$ cat config.mk
export PLATFORM = sky130hd
export DESIGN_NAME = fetch_queue
export DESIGN_NICKNAME = d
export VERILOG_FILES = /design/src/rtl/fetch_queue_pkg.sv /design/src/rtl/fetch_queue_sync_fifo.sv /design/src/rtl/fetch_queue.sv
export SDC_FILE = /design/constraint.sdc
export NUM_CORES = 1
export LEC_CHECK = 0
export ABC_AREA = 1
export BUFFER_PORTS_ARGS = -buffer_cell sky130_fd_sc_hd__buf_2
export CORE_MARGIN = 8
export CORE_UTILIZATION = 40
export DETAILED_ROUTE_END_ITERATION = 12
export GPL_ROUTABILITY_DRIVEN = 0
export MAX_ROUTING_LAYER = met4
export SLEW_MARGIN = 20
export SYNTH_ARGS = -nofsm -noshare
export SYNTH_HDL_FRONTEND = slang
export SYNTH_SLANG_ARGS = --single-unit
$ cat constraint.sdc
create_clock -name clk -period 5.6 [get_ports clk]
set_input_delay 0.28 -clock clk [delete_from_list [all_inputs] [get_ports clk]]
set_output_delay 0.28 -clock clk [all_outputs]
set_load 0.01 [all_outputs]
$ cat src/rtl/fetch_queue_pkg.sv
// Shared types and constants for the fetch stage: instruction word type,
// the canonical NOP, and the queue entry layout.
package fetch_queue_pkg;

    typedef logic [31:0] data_t;

    localparam data_t INST_NOP = 32'h0000_0013;

    typedef struct packed {
        data_t pc;
        data_t inst;
    } fetch_entry_t;

    function automatic data_t word_align(input data_t addr);
        return {addr[31:2], 2'b00};
    endfunction

endpackage

$ cat src/rtl/fetch_queue_sync_fifo.sv
// Small synchronous FIFO with registered storage, synchronous clear and
// asynchronous active-high reset; pop and push together are legal when full.
module sync_fifo #(
    parameter  int WIDTH = 32,
    parameter  int DEPTH = 4,
    localparam int PW    = $clog2(DEPTH),
    localparam int CW    = PW + 1
) (
    input  logic             clk,
    input  logic             rst,
    input  logic             clr,
    input  logic             push,
    input  logic [WIDTH-1:0] push_data,
    input  logic             pop,
    output logic [WIDTH-1:0] pop_data,
    output logic [CW-1:0]    count
);

    logic [WIDTH-1:0] mem_r [DEPTH];
    logic [PW-1:0]    wr_ptr_r;
    logic [PW-1:0]    rd_ptr_r;
    logic [CW-1:0]    count_r;
    logic             full_s;
    logic             empty_s;
    logic             do_push_s;
    logic             do_pop_s;

    assign full_s    = (count_r == CW'(DEPTH));
    assign empty_s   = (count_r == '0);
    assign do_pop_s  = pop && !empty_s;
    assign do_push_s = push && (!full_s || do_pop_s);

    // Pointer and occupancy state; pointers wrap naturally at DEPTH.
    always_ff @(posedge clk or posedge rst) begin
        if (rst) begin
            wr_ptr_r <= '0;
            rd_ptr_r <= '0;
            count_r  <= '0;
        end else if (clr) begin
            wr_ptr_r <= '0;
            rd_ptr_r <= '0;
            count_r  <= '0;
        end else begin
            if (do_push_s) wr_ptr_r <= wr_ptr_r + PW'(1);
            if (do_pop_s)  rd_ptr_r <= rd_ptr_r + PW'(1);
            count_r <= count_r + CW'(do_push_s) - CW'(do_pop_s);
        end
    end

    // Entry storage; contents beyond the valid window are don't-care.
    always_ff @(posedge clk) begin
        if (do_push_s) mem_r[wr_ptr_r] <= push_data;
    end

    assign pop_data = mem_r[rd_ptr_r];
    assign count    = count_r;

endmodule

$ cat src/rtl/fetch_queue.sv
// Fetch stage: issues imem reads for the PC, tracks in-flight requests with
// a PC tag FIFO and buffers returned instructions in order for decode.
module fetch_queue
    import fetch_queue_pkg::*;
#(
    parameter int DEPTH   = 4,
    parameter int MAX_OUT = 2
) (
    input  logic  clk,
    input  logic  rst,
    input  data_t pc,
    input  logic  flush,
    output logic  fetch_stall,
    output logic  imem_req,
    output data_t imem_addr,
    input  logic  imem_gnt,
    input  logic  imem_rvalid,
    input  data_t imem_rdata,
    output logic  inst_valid,
    output data_t inst,
    output data_t inst_pc,
    input  logic  inst_ready
);

    localparam int QW = $clog2(DEPTH) + 1;
    localparam int OW = $clog2(MAX_OUT) + 1;

    logic [QW-1:0] q_cnt_s;
    logic [OW-1:0] tag_cnt_s;
    logic [OW-1:0] out_cnt_r;
    logic [OW-1:0] drop_cnt_r;
    logic [OW-1:0] out_nxt_s;
    logic [OW-1:0] drop_nxt_s;
    logic          acc_s;
    logic          rsp_drop_s;
    logic          rsp_live_s;
    logic          deq_s;
    data_t         tag_pc_s;
    fetch_entry_t  enq_s;
    fetch_entry_t  head_s;

    // Credit check: queue slots cover everything in flight, and requests
    // still owed to a past redirect count against the outstanding limit.
    assign imem_req = !rst && !flush
                   && ((32'(q_cnt_s) + 32'(out_cnt_r)) < 32'(DEPTH))
                   && ((32'(out_cnt_r) + 32'(drop_cnt_r)) < 32'(MAX_OUT));
    assign imem_addr   = word_align(pc);
    assign acc_s       = imem_req && imem_gnt;
    assign fetch_stall = rst || (!flush && !acc_s);

    // A response with no live request behind it is stale and ignored.
    assign rsp_drop_s = imem_rvalid && (drop_cnt_r != '0);
    assign rsp_live_s = imem_rvalid && !flush && (drop_cnt_r == '0) && (tag_cnt_s != '0);
    assign deq_s      = !flush && inst_valid && inst_ready;

    assign enq_s.pc   = tag_pc_s;
    assign enq_s.inst = imem_rdata;

    sync_fifo #(
        .WIDTH ($bits(data_t)),
        .DEPTH (MAX_OUT)
    ) u_tag_fifo (
        .clk       (clk),
        .rst       (rst),
        .clr       (flush),
        .push      (acc_s),
        .push_data (pc),
        .pop       (rsp_live_s),
        .pop_data  (tag_pc_s),
        .count     (tag_cnt_s)
    );

    sync_fifo #(
        .WIDTH ($bits(fetch_entry_t)),
        .DEPTH (DEPTH)
    ) u_inst_queue (
        .clk       (clk),
        .rst       (rst),
        .clr       (flush),
        .push      (rsp_live_s),
        .push_data (enq_s),
        .pop       (deq_s),
        .pop_data  (head_s),
        .count     (q_cnt_s)
    );

    // Next live/discard counts; on redirect every live request becomes a
    // discard except one answered in that same cycle.
    always_comb begin
        out_nxt_s  = out_cnt_r;
        drop_nxt_s = drop_cnt_r;
        if (flush) begin
            out_nxt_s = '0;
            if (imem_rvalid && ((drop_cnt_r != '0) || (out_cnt_r != '0))) begin
                drop_nxt_s = drop_cnt_r + out_cnt_r - OW'(1);
            end else begin
                drop_nxt_s = drop_cnt_r + out_cnt_r;
            end
        end else begin
            out_nxt_s  = out_cnt_r + OW'(acc_s) - OW'(rsp_live_s);
            drop_nxt_s = drop_cnt_r - OW'(rsp_drop_s);
        end
    end

    // In-flight bookkeeping registers.
    always_ff @(posedge clk or posedge rst) begin
        if (rst) begin
            out_cnt_r  <= '0;
            drop_cnt_r <= '0;
        end else begin
            out_cnt_r  <= out_nxt_s;
            drop_cnt_r <= drop_nxt_s;
        end
    end

    assign inst_valid = (q_cnt_s != '0);
    assign inst       = inst_valid ? head_s.inst : INST_NOP;
    assign inst_pc    = inst_valid ? head_s.pc : 32'h0000_0000;

endmodule
==> report_table.html, run 1 <==
<table>
<tr><th>Metric</th><th>Value</th></tr>
<tr><th colspan="2">Clock tree</th></tr>
<tr><td>CTS buffer count</td><td>37</td></tr>
<tr><td>H-tree level count</td><td>2</td></tr>
<tr><td>Master cell of the clock root buffer</td><td>sky130_fd_sc_hd__clkbuf_16</td></tr>
<tr><td>Clock Sinks</td><td>approximately 340</td></tr>
<tr><td># Post-CTS Setup Buffers</td><td>0</td></tr>
<tr><td>Clock-pin transition on the worst setup and hold timing paths</td><td>about 0.060 ns</td></tr>
<tr><td>Number of gates resized after cts</td><td>0</td></tr>
<tr><td>Latest clock arrival within the worst-skew pair</td><td>~0.50 ns</td></tr>
<tr><td>TritonCTS clock tree</td><td>built</td></tr>
<tr><td>Clock Tree Buf Depth</td><td>3</td></tr>
<tr><td>Count of hold-fix buffers inserted at cts</td><td>slightly above 60</td></tr>
<tr><th colspan="2">Power and ir drop</th></tr>
<tr><td>Sequential cell fraction of total power</td><td>0.442</td></tr>
<tr><td>Relative contribution of combinational cells to total power</td><td>0.189</td></tr>
<tr><td>Clock Power Share</td><td>0.368</td></tr>
<tr><td>Reported net switching power</td><td>between 1.5 and 2 mW</td></tr>
<tr><td>Proportion of total power due to net switching</td><td>0.278</td></tr>
<tr><td>Peak supply drop</td><td>slightly below 0.2 mV</td></tr>
<tr><td>Leak</td><td>approximately 6.2 nW</td></tr>
<tr><td>Overall Power</td><td>roughly 6.5 mW</td></tr>
<tr><td>Total power density per cell area</td><td>400 nW/um^2</td></tr>
<tr><td>Internal Dissipation</td><td>approximately 4.7 mW</td></tr>
<tr><th colspan="2">Final layout</th></tr>
<tr><td>Synth-to-layout area growth</td><td>21.0%</td></tr>
<tr><td>Final core occ</td><td>0.489</td></tr>
<tr><td>Most frequent standard cell in the layout excluding fill and tap cells</td><td>sky130_fd_sc_hd__edfxtp_1</td></tr>
<tr><td>Diodes inserted</td><td>0</td></tr>
<tr><td>Final Non-Filler Cells</td><td>roughly 1800</td></tr>
<tr><td>Fill cell instance count of the final layout</td><td>about 3000</td></tr>
<tr><td>Non-Filler Cell Area, Final</td><td>~16000 um^2</td></tr>
<tr><td>Share of cells above drive strength 1</td><td>0.183</td></tr>
<tr><td>Leading cell types in the layout, fill and taps excluded</td><td>sky130_fd_sc_hd__edfxtp_1 (320), sky130_fd_sc_hd__nor2_1 (265), sky130_fd_sc_hd__buf_2 (166)</td></tr>
<tr><td>Nets</td><td>~1400</td></tr>
<tr><th colspan="2">Placed design</th></tr>
<tr><td>IO Port Bufs</td><td>between 150 and 200</td></tr>
<tr><td>Placement-stage worst setup slack</td><td>2.54 ns</td></tr>
<tr><td>Post-DP HPWL</td><td>roughly 18 mm</td></tr>
<tr><td>Cells after DPL</td><td>roughly 1600</td></tr>
<tr><td>Post-detailed-placement cell area</td><td>~14000 um^2</td></tr>
<tr><th colspan="2">Min path</th></tr>
<tr><td>Worst Min Path Start</td><td>imem_rdata[27]</td></tr>
<tr><td>Worst Hold Path EP</td><td>u_inst_queue.mem_r[1][27]</td></tr>
<tr><td>Hold Path Stages</td><td>1</td></tr>
<tr><td>Classification of the worst-slack hold path</td><td>in2reg</td></tr>
<tr><th colspan="2">Global route</th></tr>
<tr><td>Met1 Use GR</td><td>0.189</td></tr>
<tr><td>Number of antenna violations at the first check in global routing</td><td>0</td></tr>
<tr><td>Most Crowded Layer GR</td><td>met2</td></tr>
<tr><td>Met2 Use GR</td><td>0.269</td></tr>
<tr><td>Largest net degree at the start of global routing</td><td>between 90 and 100</td></tr>
<tr><td>Number of global-route vias before repair</td><td>slightly below 9000</td></tr>
<tr><td>Total Routing Usage GR</td><td>0.156</td></tr>
<tr><td>GR Util met3</td><td>0.0236</td></tr>
<tr><td>Grt total ovfl</td><td>0</td></tr>
<tr><td>Global-route wire length before repair</td><td>roughly 47 mm</td></tr>
<tr><th colspan="2">Synth</th></tr>
<tr><td>Dominant synthesized flop cell</td><td>sky130_fd_sc_hd__edfxtp_1</td></tr>
<tr><td>Post-Synthesis Cell Area</td><td>roughly 13000 um^2</td></tr>
<tr><td>Warning count from the yosys run</td><td>0</td></tr>
<tr><td>Top post-synthesis cells by area</td><td>sky130_fd_sc_hd__edfxtp_1 (71%), sky130_fd_sc_hd__nor2_1 (7.5%), sky130_fd_sc_hd__o21ai_0 (4.7%)</td></tr>
<tr><td>Mean instance size in the synthesized netlist</td><td>between 10 and 15 um^2</td></tr>
<tr><td>Cells after Synth</td><td>1093</td></tr>
<tr><td>Number of enable-type register cells in the synthesized netlist</td><td>320</td></tr>
<tr><td>Number of storage elements in the synthesis netlist</td><td>335</td></tr>
<tr><td>Top-area cell type share of the netlist area</td><td>0.713</td></tr>
<tr><td>Number of distinct library cell variants in the gate-level netlist after synthesis</td><td>28</td></tr>
<tr><td>Share of synthesized area occupied by flip-flops and latches</td><td>0.741</td></tr>
<tr><td>Synth async-reset ratio</td><td>0.0448</td></tr>
<tr><td>Cell type with the largest total area after synthesis</td><td>sky130_fd_sc_hd__edfxtp_1</td></tr>
<tr><th colspan="2">Route</th></tr>
<tr><td>DR vias/cell</td><td>4.80</td></tr>
<tr><td>DRC violation count after routing</td><td>0</td></tr>
<tr><td>Remaining antenna violation count</td><td>0</td></tr>
<tr><td>Count of routing violations after the opening detailed-route iteration</td><td>481</td></tr>
<tr><td>Iteration count of the initial detailed-routing pass</td><td>5</td></tr>
<tr><td>Post-Route WL</td><td>30.5 mm</td></tr>
<tr><td>Via count of the routed design</td><td>8442</td></tr>
<tr><td>Detailed-route wire length per cell</td><td>approximately 17 um</td></tr>
<tr><th colspan="2">Worst setup path</th></tr>
<tr><td>Master of the slowest instance on the critical path</td><td>sky130_fd_sc_hd__dfrtp_4</td></tr>
<tr><td>Critical path's largest stage delay</td><td>0.84 ns</td></tr>
<tr><td>Arrival time at the worst endpoint</td><td>around 3.0 ns</td></tr>
<tr><td>Cells along the critical path</td><td>clkinv_4 &gt; buf_4 &gt; o21ai_0 &gt; a21oi_1 &gt; buf_2</td></tr>
<tr><td>Biggest fanout along the worst timing path</td><td>96</td></tr>
<tr><td>Data required time at the worst endpoint</td><td>between 5 and 6 ns</td></tr>
<tr><td>Endpoint type of the worst setup path</td><td>output pin</td></tr>
<tr><td>Startpoint type of the worst setup path</td><td>flop</td></tr>
<tr><td>Critical path type</td><td>reg2out</td></tr>
<tr><td>Startpoint of the lowest-slack register-to-register path</td><td>drop_cnt_r[1]</td></tr>
<tr><td>Register-to-Register Path Depth</td><td>6</td></tr>
<tr><td>Endpoint of the worst-slack reg-to-reg timing path</td><td>u_inst_queue.mem_r[2][50]</td></tr>
<tr><td>Register-to-register path setup slack</td><td>roughly 2.6 ns</td></tr>
<tr><th colspan="2">Floorplan</th></tr>
<tr><td>Die area</td><td>around 40000 um^2</td></tr>
<tr><td>Overall die height</td><td>~200 um</td></tr>
<tr><td>IO Count</td><td>around 170</td></tr>
<tr><td>Placeable core region</td><td>approximately 33000 um^2</td></tr>
<tr><td>Die extent in x</td><td>~200 um</td></tr>
<tr><td>Starting density of the core</td><td>0.404</td></tr>
<tr><td>Number of rows in the core area</td><td>67</td></tr>
<tr><th colspan="2">Timing</th></tr>
<tr><td>Min Hold Slack</td><td>0.0222 ns</td></tr>
<tr><td>Number of pins with negative max-slew slack in the final report</td><td>0</td></tr>
<tr><td>Least-Margin Pin Slew</td><td>between 1 and 1.5 ns</td></tr>
<tr><td>Final setup TNS</td><td>0 ns</td></tr>
<tr><td>Final Hold Fails</td><td>0</td></tr>
<tr><td>Unrepaired setup endpoints after global routing</td><td>false</td></tr>
<tr><td>Setup ws final</td><td>roughly 2.3 ns</td></tr>
<tr><td>Final clock period utilization by the worst path</td><td>0.586</td></tr>
<tr><td>Maximum frequency from static timing analysis</td><td>approximately 0.3 GHz</td></tr>
<tr><td>Worst-case clock skew</td><td>between 0.015 and 0.02 ns</td></tr>
<tr><td>Remaining max-slew budget at the tightest pin</td><td>0.290</td></tr>
<tr><td>Final Critical Period</td><td>roughly 3.3 ns</td></tr>
<tr><td>Number of failing setup endpoints in the final timing report</td><td>0</td></tr>
<tr><th colspan="2">Outcome</th></tr>
<tr><td>Status</td><td>finished clean</td></tr>
<tr><th colspan="2">Job</th></tr>
<tr><td>Count of max-cap constraint violations</td><td>0</td></tr>
</table>
==> how the worst max path moves through the flow <==
stage | startpoint | to | cells after the start
finish | u_inst_queue.rd_ptr_r[0] | inst_pc[7] | 5
global route | u_inst_queue.rd_ptr_r[0] | inst_pc[8] | 5
CTS | u_inst_queue.rd_ptr_r[0] | inst_pc[7] | 5
detailed placement | drop_cnt_r[1] | u_inst_queue.mem_r[2][29] | 6
global placement | u_inst_queue.rd_ptr_r[0] | inst_pc[29] | 5
floorplan | drop_cnt_r[1] | u_inst_queue.mem_r[0][0] | 5
==> layout make-up <==
cell class | instances | area [um^2] | area share
sequential | 335 | 9990 | 0.612
multi-input combinational | 639 | 2880 | 0.177
timing repair buffer | 239 | 1530 | 0.0940
clock buffer | 46 | 1000 | 0.0614
tap | 448 | 561 | 0.0344
clock inverter | 20 | 216 | 0.0133
inverter | 33 | 129 | 0.00790
==> critical path, delay by kind of cell (launching register included) <==
| family | cells | cell delay, ns |
|---|---|---|
| flops | 1 | 0.84 |
| compound gates | 2 | 0.31 |
| buf+inv | 3 | 1.32 |
==> power by group through the flow <==
stage / logic [mW] / registers [mW] / clock network [mW]
2_1_floorplan: 0.817 / 2.89 / 0
5_1_grt: 1.39 / 2.89 / 2.55
3_3_place_gp: 1.22 / 2.93 / 0
3_5_place_dp: 1.24 / 2.94 / 0
4_1_cts: 1.27 / 2.89 / 2.47
6_report: 1.23 / 2.88 / 2.40
==> metal layers <==
metal	share of wire	wire length, um
met1	0.43	13100
met2	0.50	15300
met3	0.050	1540
met4	0.020	620
met5	0	0
==> cells in the mapped netlist (all sizes together), types with 2 or more instances <==
cell    number
a21oi       71
buf         69
clkbuf      18
dfrtp       15
edfxtp     320
fa           2
ha          13
inv         32
nand2      132
nand3        7
nand4        2
nor2       271
nor3         2
o21ai      130
xor2         3
==> kinds of logic after synthesis <==
family | count (synthesis) | share of synthesized area
flops | 335 | 0.741
fa+ha+maj | 15 | 0.0150
simple gates | 417 | 0.118
buf+inv | 120 | 0.0486
other cells | 1 | 0.000278
compound gates | 202 | 0.0752
xor+xnor | 3 | 0.00195
==> sequential cells by signal (all words and copies together), names as in the netlist <==
name and count:
u_inst_queue.mem_r 256, u_tag_fifo.mem_r 64, u_inst_queue.count 3, drop_cnt_r 2, out_cnt_r 2, u_inst_queue.rd_ptr_r 2, u_inst_queue.wr_ptr_r 2, u_tag_fifo.count 2
u_tag_fifo.rd_ptr_r 1, u_tag_fifo.wr_ptr_r 1
Power figures use the tool's default switching activity.
==> run 2, diff against run 1 <==
clock period = 2.65 ns   (was 5.6 ns; I/O delays follow)
==> report_table.html, run 2 (same netlist as run 1, synthesis figures left out) <==
<table>
<tr><th>Metric</th><th>Value</th></tr>
<tr><th colspan="2">Outcome</th></tr>
<tr><td>Status</td><td>finished clean</td></tr>
<tr><th colspan="2">Final layout</th></tr>
<tr><td>Register bank with the most flops</td><td>u_inst_queue.mem_r</td></tr>
<tr><td>Fill cell instance count of the final layout</td><td>2872</td></tr>
<tr><td>Area used by sequential logic in the layout</td><td>between 9000 and 10000 um^2</td></tr>
<tr><td>Share of cells above drive strength 1</td><td>0.193</td></tr>
<tr><td>Synth-to-layout area growth</td><td>22.6%</td></tr>
<tr><td>Final Non-Filler Cells</td><td>roughly 1800</td></tr>
<tr><td>Leading cell types in the layout, fill and taps excluded</td><td>sky130_fd_sc_hd__edfxtp_1 (320), sky130_fd_sc_hd__nor2_1 (264), sky130_fd_sc_hd__buf_2 (166)</td></tr>
<tr><td>Most frequent standard cell in the layout excluding fill and tap cells</td><td>sky130_fd_sc_hd__edfxtp_1</td></tr>
<tr><td>Max FFs per register</td><td>256</td></tr>
<tr><td>Nets</td><td>approximately 1400</td></tr>
<tr><td>Diodes inserted</td><td>0</td></tr>
<tr><td>Area of combinational cells with multiple inputs</td><td>between 2000 and 3000 um^2</td></tr>
<tr><td>Final core occ</td><td>0.495</td></tr>
<tr><th colspan="2">Timing</th></tr>
<tr><td>Number of failing setup endpoints in the final timing report</td><td>0</td></tr>
<tr><td>Least-Margin Pin Slew</td><td>0.628 ns</td></tr>
<tr><td>Number of pins with negative max-slew slack in the final report</td><td>0</td></tr>
<tr><td>Maximum frequency from static timing analysis</td><td>0.405 GHz</td></tr>
<tr><td>Worst-case clock skew</td><td>roughly 0.017 ns</td></tr>
<tr><td>Final clock period utilization by the worst path</td><td>0.932</td></tr>
<tr><td>Setup ws final</td><td>0.181 ns</td></tr>
<tr><td>Remaining max-slew budget at the tightest pin</td><td>0.581</td></tr>
<tr><td>Final Critical Period</td><td>~2.5 ns</td></tr>
<tr><td>Unrepaired setup endpoints after global routing</td><td>false</td></tr>
<tr><td>Final Hold Fails</td><td>0</td></tr>
<tr><th colspan="2">Clock tree</th></tr>
<tr><td>Latest clock arrival within the worst-skew pair</td><td>roughly 0.52 ns</td></tr>
<tr><td>Master cell of the clock root buffer</td><td>sky130_fd_sc_hd__clkbuf_16</td></tr>
<tr><td>CTS buffer count</td><td>36</td></tr>
<tr><td>TritonCTS clock tree</td><td>built</td></tr>
<tr><td>Clock-pin transition on the worst setup and hold timing paths</td><td>approximately 0.05 ns</td></tr>
<tr><td>H-tree level count</td><td>2</td></tr>
<tr><td>Clock Sinks</td><td>about 340</td></tr>
<tr><td>Clock Tree Buf Depth</td><td>3</td></tr>
<tr><th colspan="2">Global route</th></tr>
<tr><td>GR Util met3</td><td>0.0209</td></tr>
<tr><td>Most Crowded Layer GR</td><td>met2</td></tr>
<tr><td>Total Routing Usage GR</td><td>0.152</td></tr>
<tr><td>Global-route wire length before repair</td><td>between 40 and 50 mm</td></tr>
<tr><td>Met1 Use GR</td><td>0.192</td></tr>
<tr><td>Grt total ovfl</td><td>0</td></tr>
<tr><td>Number of global-route vias before repair</td><td>8394</td></tr>
<tr><td>Largest net degree at the start of global routing</td><td>70</td></tr>
<tr><td>Number of antenna violations at the first check in global routing</td><td>0</td></tr>
<tr><td>Met2 Use GR</td><td>0.251</td></tr>
<tr><th colspan="2">Worst setup path</th></tr>
<tr><td>Data required time at the worst endpoint</td><td>around 2.5 ns</td></tr>
<tr><td>Arrival time at the worst endpoint</td><td>roughly 2.3 ns</td></tr>
<tr><td>Startpoint type of the worst setup path</td><td>flop</td></tr>
<tr><td>Critical path's largest stage delay</td><td>0.48 ns</td></tr>
<tr><td>Cells along the critical path</td><td>ha_1 &gt; fa_1 &gt; nor2_1 &gt; nand2_1 &gt; nor2_4 &gt; nand2_1 &gt; nand2_1 &gt; nand2_1 &gt; buf_2</td></tr>
<tr><td>Endpoint type of the worst setup path</td><td>output pin</td></tr>
<tr><td>Most used cell along the critical path</td><td>sky130_fd_sc_hd__nand2_1</td></tr>
<tr><td>Family of cells with the greatest summed delay on the critical path</td><td>adder cells</td></tr>
<tr><td>Number of buffers and inverters on the critical path</td><td>1</td></tr>
<tr><td>Critical path type</td><td>reg2out</td></tr>
<tr><td>Biggest fanout along the worst timing path</td><td>4</td></tr>
<tr><td>Master of the slowest instance on the critical path</td><td>sky130_fd_sc_hd__fa_1</td></tr>
<tr><td>Register-to-register path setup slack</td><td>about 0.27 ns</td></tr>
<tr><th colspan="2">Route</th></tr>
<tr><td>DR vias/cell</td><td>roughly 4.7</td></tr>
<tr><td>Count of routing violations after the opening detailed-route iteration</td><td>between 300 and 400</td></tr>
<tr><td>DRC violation count after routing</td><td>0</td></tr>
<tr><td>Via count of the routed design</td><td>between 8000 and 9000</td></tr>
<tr><td>Remaining antenna violation count</td><td>0</td></tr>
<tr><td>Detailed-route wire length per cell</td><td>about 17 um</td></tr>
<tr><td>Iteration count of the initial detailed-routing pass</td><td>5</td></tr>
<tr><td>Post-Route WL</td><td>a little under 30 mm</td></tr>
<tr><th colspan="2">Power and ir drop</th></tr>
<tr><td>Leak</td><td>~6.2 nW</td></tr>
<tr><td>Total power density per cell area</td><td>~800 nW/um^2</td></tr>
<tr><td>Overall Power</td><td>around 14 mW</td></tr>
<tr><td>Peak supply drop</td><td>~0.45 mV</td></tr>
<tr><th colspan="2">Placed design</th></tr>
<tr><td>Post-DP HPWL</td><td>~18 mm</td></tr>
<tr><td>Cells after DPL</td><td>roughly 1600</td></tr>
<tr><td>Placement-stage worst setup slack</td><td>approximately 0.19 ns</td></tr>
<tr><td>IO Port Bufs</td><td>roughly 170</td></tr>
<tr><th colspan="2">Floorplan</th></tr>
<tr><td>Die area</td><td>about 40000 um^2</td></tr>
<tr><td>Die extent in x</td><td>approximately 200 um</td></tr>
<tr><td>Number of rows in the core area</td><td>67</td></tr>
<tr><td>IO Count</td><td>approximately 170</td></tr>
<tr><td>Starting density of the core</td><td>0.404</td></tr>
<tr><td>Placeable core region</td><td>between 30000 and 40000 um^2</td></tr>
<tr><td>Overall die height</td><td>~200 um</td></tr>
<tr><th colspan="2">Min path</th></tr>
<tr><td>Classification of the worst-slack hold path</td><td>in2reg</td></tr>
<tr><th colspan="2">Job</th></tr>
<tr><td>Count of max-cap constraint violations</td><td>0</td></tr>
</table>
==> run 2: cell count changes in the layout (fill, tap and decap cells not counted), sizes merged <==
cell | before | now
buf | 177 | 189
inv | 32 | 33
dlygate4sd3 | 62 | 67
clkbuf | 46 | 41
bufinv | 5 | 2
clkinvlp | 0 | 4
==> run 2: final cells by class <==
type	count	share of cell area
Tap cell	448	0.0339
Timing Repair Buffer	256	0.112
Multi-Input combinational cell	639	0.175
Clock buffer	41	0.0556
Inverter	33	0.00787
Sequential cell	335	0.604
Clock inverter	22	0.0114
==> run 2: worst min-delay path: stages <==
cell and delay, ns:
sky130_fd_sc_hd__buf_2 0.11, sky130_fd_sc_hd__nand4_1 0.16, sky130_fd_sc_hd__nand2_1 0.07
==> run 2: worst paths after layout <==
check,startpoint,cells past startpoint,to
max reg2reg,out_cnt_r[0],11,out_cnt_r[1]
max in group asynchronous,rst,3,u_inst_queue.rd_ptr_r[0]
max,out_cnt_r[0],9,fetch_stall
min reg2reg,u_tag_fifo.wr_ptr_r,2,u_tag_fifo.wr_ptr_r
min in group asynchronous,rst,3,u_inst_queue.count[1]
min,imem_gnt,3,u_tag_fifo.wr_ptr_r
==> run 2: layer usage <==
layer	up-vias	wire, um	part of all wire
met5	-	0	0
met4	0	747	0.025
met3	48	1220	0.041
met2	200	14200	0.48
met1	3911	13400	0.45
li1	4165	-	-
==> run 2: power by group <==
group | total [mW] | leakage [nW] | internal, mW | switching [mW]
clock | 4.65 | 0.538 | 2.71 | 1.95
sequential | 6.02 | 3.08 | 5.95 | 0.0730
combinational | 2.90 | 2.63 | 0.995 | 1.91
total | 13.6 | 6.25 | 9.65 | 3.92
==> run 2: metrics by stage <==
step | hold slack (ns) | area [um^2] | setup TNS, ns
floorplan | 0.0422 | 13500 | -116.74
global placement | 0.267 | 14700 | 0
detailed placement | 0.253 | 14700 | 0
CTS | 0.000385 | 16500 | 0
global route | 0.0319 | 16500 | 0
finish | 0.0153 | 16500 | 0
==> run 2: timing repair <==
action / in CTS / in global routing
gates resized for setup: 0 / 2
hold buffers: 67 / 0
setup buffers: 0 / 0
hold endpoints to repair: 214 / 0
setup endpoints to repair: 0 / 1
==> run 3, diff against run 2 <==
REMOVE_ABC_BUFFERS = 1   (was default)
==> report_table.html, run 3 (same netlist as run 1, synthesis figures left out) <==
<table>
<tr><th>Metric</th><th>Value</th></tr>
<tr><th colspan="2">Outcome</th></tr>
<tr><td>Status</td><td>finished clean</td></tr>
<tr><th colspan="2">Route</th></tr>
<tr><td>DR vias/cell</td><td>approximately 4.8</td></tr>
<tr><td>Via count of the routed design</td><td>around 8500</td></tr>
<tr><td>Count of routing violations after the opening detailed-route iteration</td><td>between 300 and 400</td></tr>
<tr><td>Detailed-route wire length per cell</td><td>between 15 and 20 um</td></tr>
<tr><td>Remaining antenna violation count</td><td>0</td></tr>
<tr><td>Post-Route WL</td><td>around 31 mm</td></tr>
<tr><td>Iteration count of the initial detailed-routing pass</td><td>5</td></tr>
<tr><td>DRC violation count after routing</td><td>0</td></tr>
<tr><th colspan="2">Timing</th></tr>
<tr><td>Number of failing setup endpoints in the final timing report</td><td>0</td></tr>
<tr><td>Final Hold Fails</td><td>0</td></tr>
<tr><td>Final clock period utilization by the worst path</td><td>0.946</td></tr>
<tr><td>Maximum frequency from static timing analysis</td><td>about 0.4 GHz</td></tr>
<tr><td>Least-Margin Pin Slew</td><td>between 0.5 and 0.6 ns</td></tr>
<tr><td>Number of pins with negative max-slew slack in the final report</td><td>0</td></tr>
<tr><td>Remaining max-slew budget at the tightest pin</td><td>0.660</td></tr>
<tr><td>Unrepaired setup endpoints after global routing</td><td>false</td></tr>
<tr><td>Final Critical Period</td><td>around 2.5 ns</td></tr>
<tr><td>Setup ws final</td><td>0.144 ns</td></tr>
<tr><td>Worst-case clock skew</td><td>approximately 0.015 ns</td></tr>
<tr><th colspan="2">Worst setup path</th></tr>
<tr><td>Register-to-Register Path Depth</td><td>11</td></tr>
<tr><td>Critical path origin</td><td>u_inst_queue.rd_ptr_r[1]</td></tr>
<tr><td>Startpoint type of the worst setup path</td><td>flop</td></tr>
<tr><td>Biggest fanout along the worst timing path</td><td>22</td></tr>
<tr><td>Data required time at the worst endpoint</td><td>between 2 and 3 ns</td></tr>
<tr><td>Critical path type</td><td>reg2out</td></tr>
<tr><td>Register-to-register path setup slack</td><td>0.24 ns</td></tr>
<tr><td>Endpoint type of the worst setup path</td><td>output pin</td></tr>
<tr><td>Family of cells with the greatest summed delay on the critical path</td><td>buffers and inverters</td></tr>
<tr><td>Instance count on the critical path</td><td>6</td></tr>
<tr><td>Critical path's largest stage delay</td><td>roughly 0.64 ns</td></tr>
<tr><td>Master of the slowest instance on the critical path</td><td>sky130_fd_sc_hd__dfrtp_4</td></tr>
<tr><td>Cells along the critical path</td><td>inv_2 &gt; buf_4 &gt; nand2_1 &gt; a21oi_1 &gt; o21ai_0 &gt; buf_2</td></tr>
<tr><td>Number of buffers and inverters on the critical path</td><td>3</td></tr>
<tr><td>Arrival time at the worst endpoint</td><td>approximately 2.4 ns</td></tr>
<tr><td>Startpoint of the lowest-slack register-to-register path</td><td>out_cnt_r[0]</td></tr>
<tr><th colspan="2">Floorplan</th></tr>
<tr><td>Die area</td><td>39800 um^2</td></tr>
<tr><td>Number of rows in the core area</td><td>67</td></tr>
<tr><td>Placeable core region</td><td>about 33000 um^2</td></tr>
<tr><td>Die extent in x</td><td>around 200 um</td></tr>
<tr><td>Starting density of the core</td><td>0.404</td></tr>
<tr><td>IO Count</td><td>roughly 170</td></tr>
<tr><td>Overall die height</td><td>200 um</td></tr>
<tr><th colspan="2">Final layout</th></tr>
<tr><td>Nets</td><td>roughly 1400</td></tr>
<tr><td>Share of cells above drive strength 1</td><td>0.196</td></tr>
<tr><td>Diodes inserted</td><td>0</td></tr>
<tr><td>Max FFs per register</td><td>around 260</td></tr>
<tr><td>Most frequent standard cell in the layout excluding fill and tap cells</td><td>sky130_fd_sc_hd__edfxtp_1</td></tr>
<tr><td>Synth-to-layout area growth</td><td>22.7%</td></tr>
<tr><td>Leading cell types in the layout, fill and taps excluded</td><td>sky130_fd_sc_hd__edfxtp_1 (320), sky130_fd_sc_hd__nor2_1 (264), sky130_fd_sc_hd__buf_2 (166)</td></tr>
<tr><td>Register bank with the most flops</td><td>u_inst_queue.mem_r</td></tr>
<tr><td>Fill cell instance count of the final layout</td><td>slightly below 3000</td></tr>
<tr><td>Non-Filler Cell Area, Final</td><td>around 17000 um^2</td></tr>
<tr><th colspan="2">Global route</th></tr>
<tr><td>Largest net degree at the start of global routing</td><td>67</td></tr>
<tr><td>Total Routing Usage GR</td><td>0.158</td></tr>
<tr><td>Number of antenna violations at the first check in global routing</td><td>0</td></tr>
<tr><td>Grt total ovfl</td><td>0</td></tr>
<tr><td>Global-route wire length before repair</td><td>approximately 47 mm</td></tr>
<tr><td>Number of global-route vias before repair</td><td>about 8600</td></tr>
<tr><th colspan="2">Clock tree</th></tr>
<tr><td>Latest clock arrival within the worst-skew pair</td><td>~0.51 ns</td></tr>
<tr><td>Clock-pin transition on the worst setup and hold timing paths</td><td>about 0.060 ns</td></tr>
<tr><td>Clock Tree Buf Depth</td><td>3</td></tr>
<tr><td>CTS buffer count</td><td>36</td></tr>
<tr><td>Master cell of the clock root buffer</td><td>sky130_fd_sc_hd__clkbuf_16</td></tr>
<tr><td>TritonCTS clock tree</td><td>built</td></tr>
<tr><td>Clock Sinks</td><td>around 340</td></tr>
<tr><td>H-tree level count</td><td>2</td></tr>
<tr><td># Post-CTS Setup Buffers</td><td>0</td></tr>
<tr><th colspan="2">Power and ir drop</th></tr>
<tr><td>Peak supply drop</td><td>0.447 mV</td></tr>
<tr><td>Leak</td><td>between 6 and 7 nW</td></tr>
<tr><td>Total power density per cell area</td><td>about 800 nW/um^2</td></tr>
<tr><th colspan="2">Min path</th></tr>
<tr><td>Hold Path Stages</td><td>6</td></tr>
<tr><td>Worst Min Path Start</td><td>imem_rvalid</td></tr>
<tr><td>Classification of the worst-slack hold path</td><td>in2reg</td></tr>
<tr><th colspan="2">Placed design</th></tr>
<tr><td>Post-detailed-placement cell area</td><td>about 15000 um^2</td></tr>
<tr><td>Placement-stage worst setup slack</td><td>0.192 ns</td></tr>
<tr><td>IO Port Bufs</td><td>166</td></tr>
<tr><td>Post-DP HPWL</td><td>approximately 18 mm</td></tr>
<tr><th colspan="2">Job</th></tr>
<tr><td>Count of max-cap constraint violations</td><td>0</td></tr>
</table>
run 3: worst paths after layout:
check                                           end
max in group asynchronous  u_inst_queue.rd_ptr_r[0]
min                                   drop_cnt_r[0]
max reg2reg                            out_cnt_r[1]
min reg2reg                     u_tag_fifo.wr_ptr_r
min in group asynchronous             drop_cnt_r[0]
max                                         inst[1]
run 3: layout make-up:
class | instances | area [um^2] | share of cell area
clock inverter | 13 | 101 | 0.00613
sequential | 335 | 9990 | 0.604
multi-input combinational | 639 | 2890 | 0.174
clock buffer | 51 | 978 | 0.0591
inverter | 33 | 126 | 0.00764
timing repair buffer | 267 | 1900 | 0.115
tap | 448 | 561 | 0.0339
run 3: per-layer routing:
metal | vias to the layer above | wire length [um] | track usage
li1 | 4205 | - | -
met1 | 4076 | 13800 | 0.201
met2 | 205 | 15100 | 0.260
met3 | 54 | 1410 | 0.0227
met4 | 0 | 801 | 0.0504
met5 | - | 0 | -
run 3: repair_timing:
item	4_1_cts	5_1_grt
resized for setup	0	2
hold buffers	68	0
hold endpoints to repair	214	0
endpoints found under the setup margin	0	5
run 3: report_power, final:
part	internal (mW)	leakage, nW	switching [mW]
Clock	2.68	0.524	1.90
Combinational	1.01	2.68	1.90
Sequential	5.95	3.08	0.102
run 3: stage by stage:
stage               power (mW)  hold slack (ns)  std cells  TNS (ns)  utilization
CTS                       13.7           0.0345       1785         0        0.495
global placement          8.96            0.165       1653         0        0.442
global route              14.2           0.0887       1786         0        0.496
floorplan                 7.59           0.0422       1007   -505.88            -
detailed placement        9.01            0.163       1653         0        0.442
finish                    13.5           0.0549       1786         0        0.496
run 3: worst reg2reg max path: stages (launching register included):
cell and delay [ns]:
sky130_fd_sc_hd__dfrtp_1 0.41, sky130_fd_sc_hd__ha_1 0.22, sky130_fd_sc_hd__fa_1 0.47, sky130_fd_sc_hd__nor2_1 0.12, sky130_fd_sc_hd__nand2_1 0.07, sky130_fd_sc_hd__nor2_2 0.16
sky130_fd_sc_hd__nand2_1 0.10, sky130_fd_sc_hd__ha_1 0.28, sky130_fd_sc_hd__inv_1 0.04, sky130_fd_sc_hd__ha_1 0.17, sky130_fd_sc_hd__o21ai_0 0.18, sky130_fd_sc_hd__a21oi_1 0.06
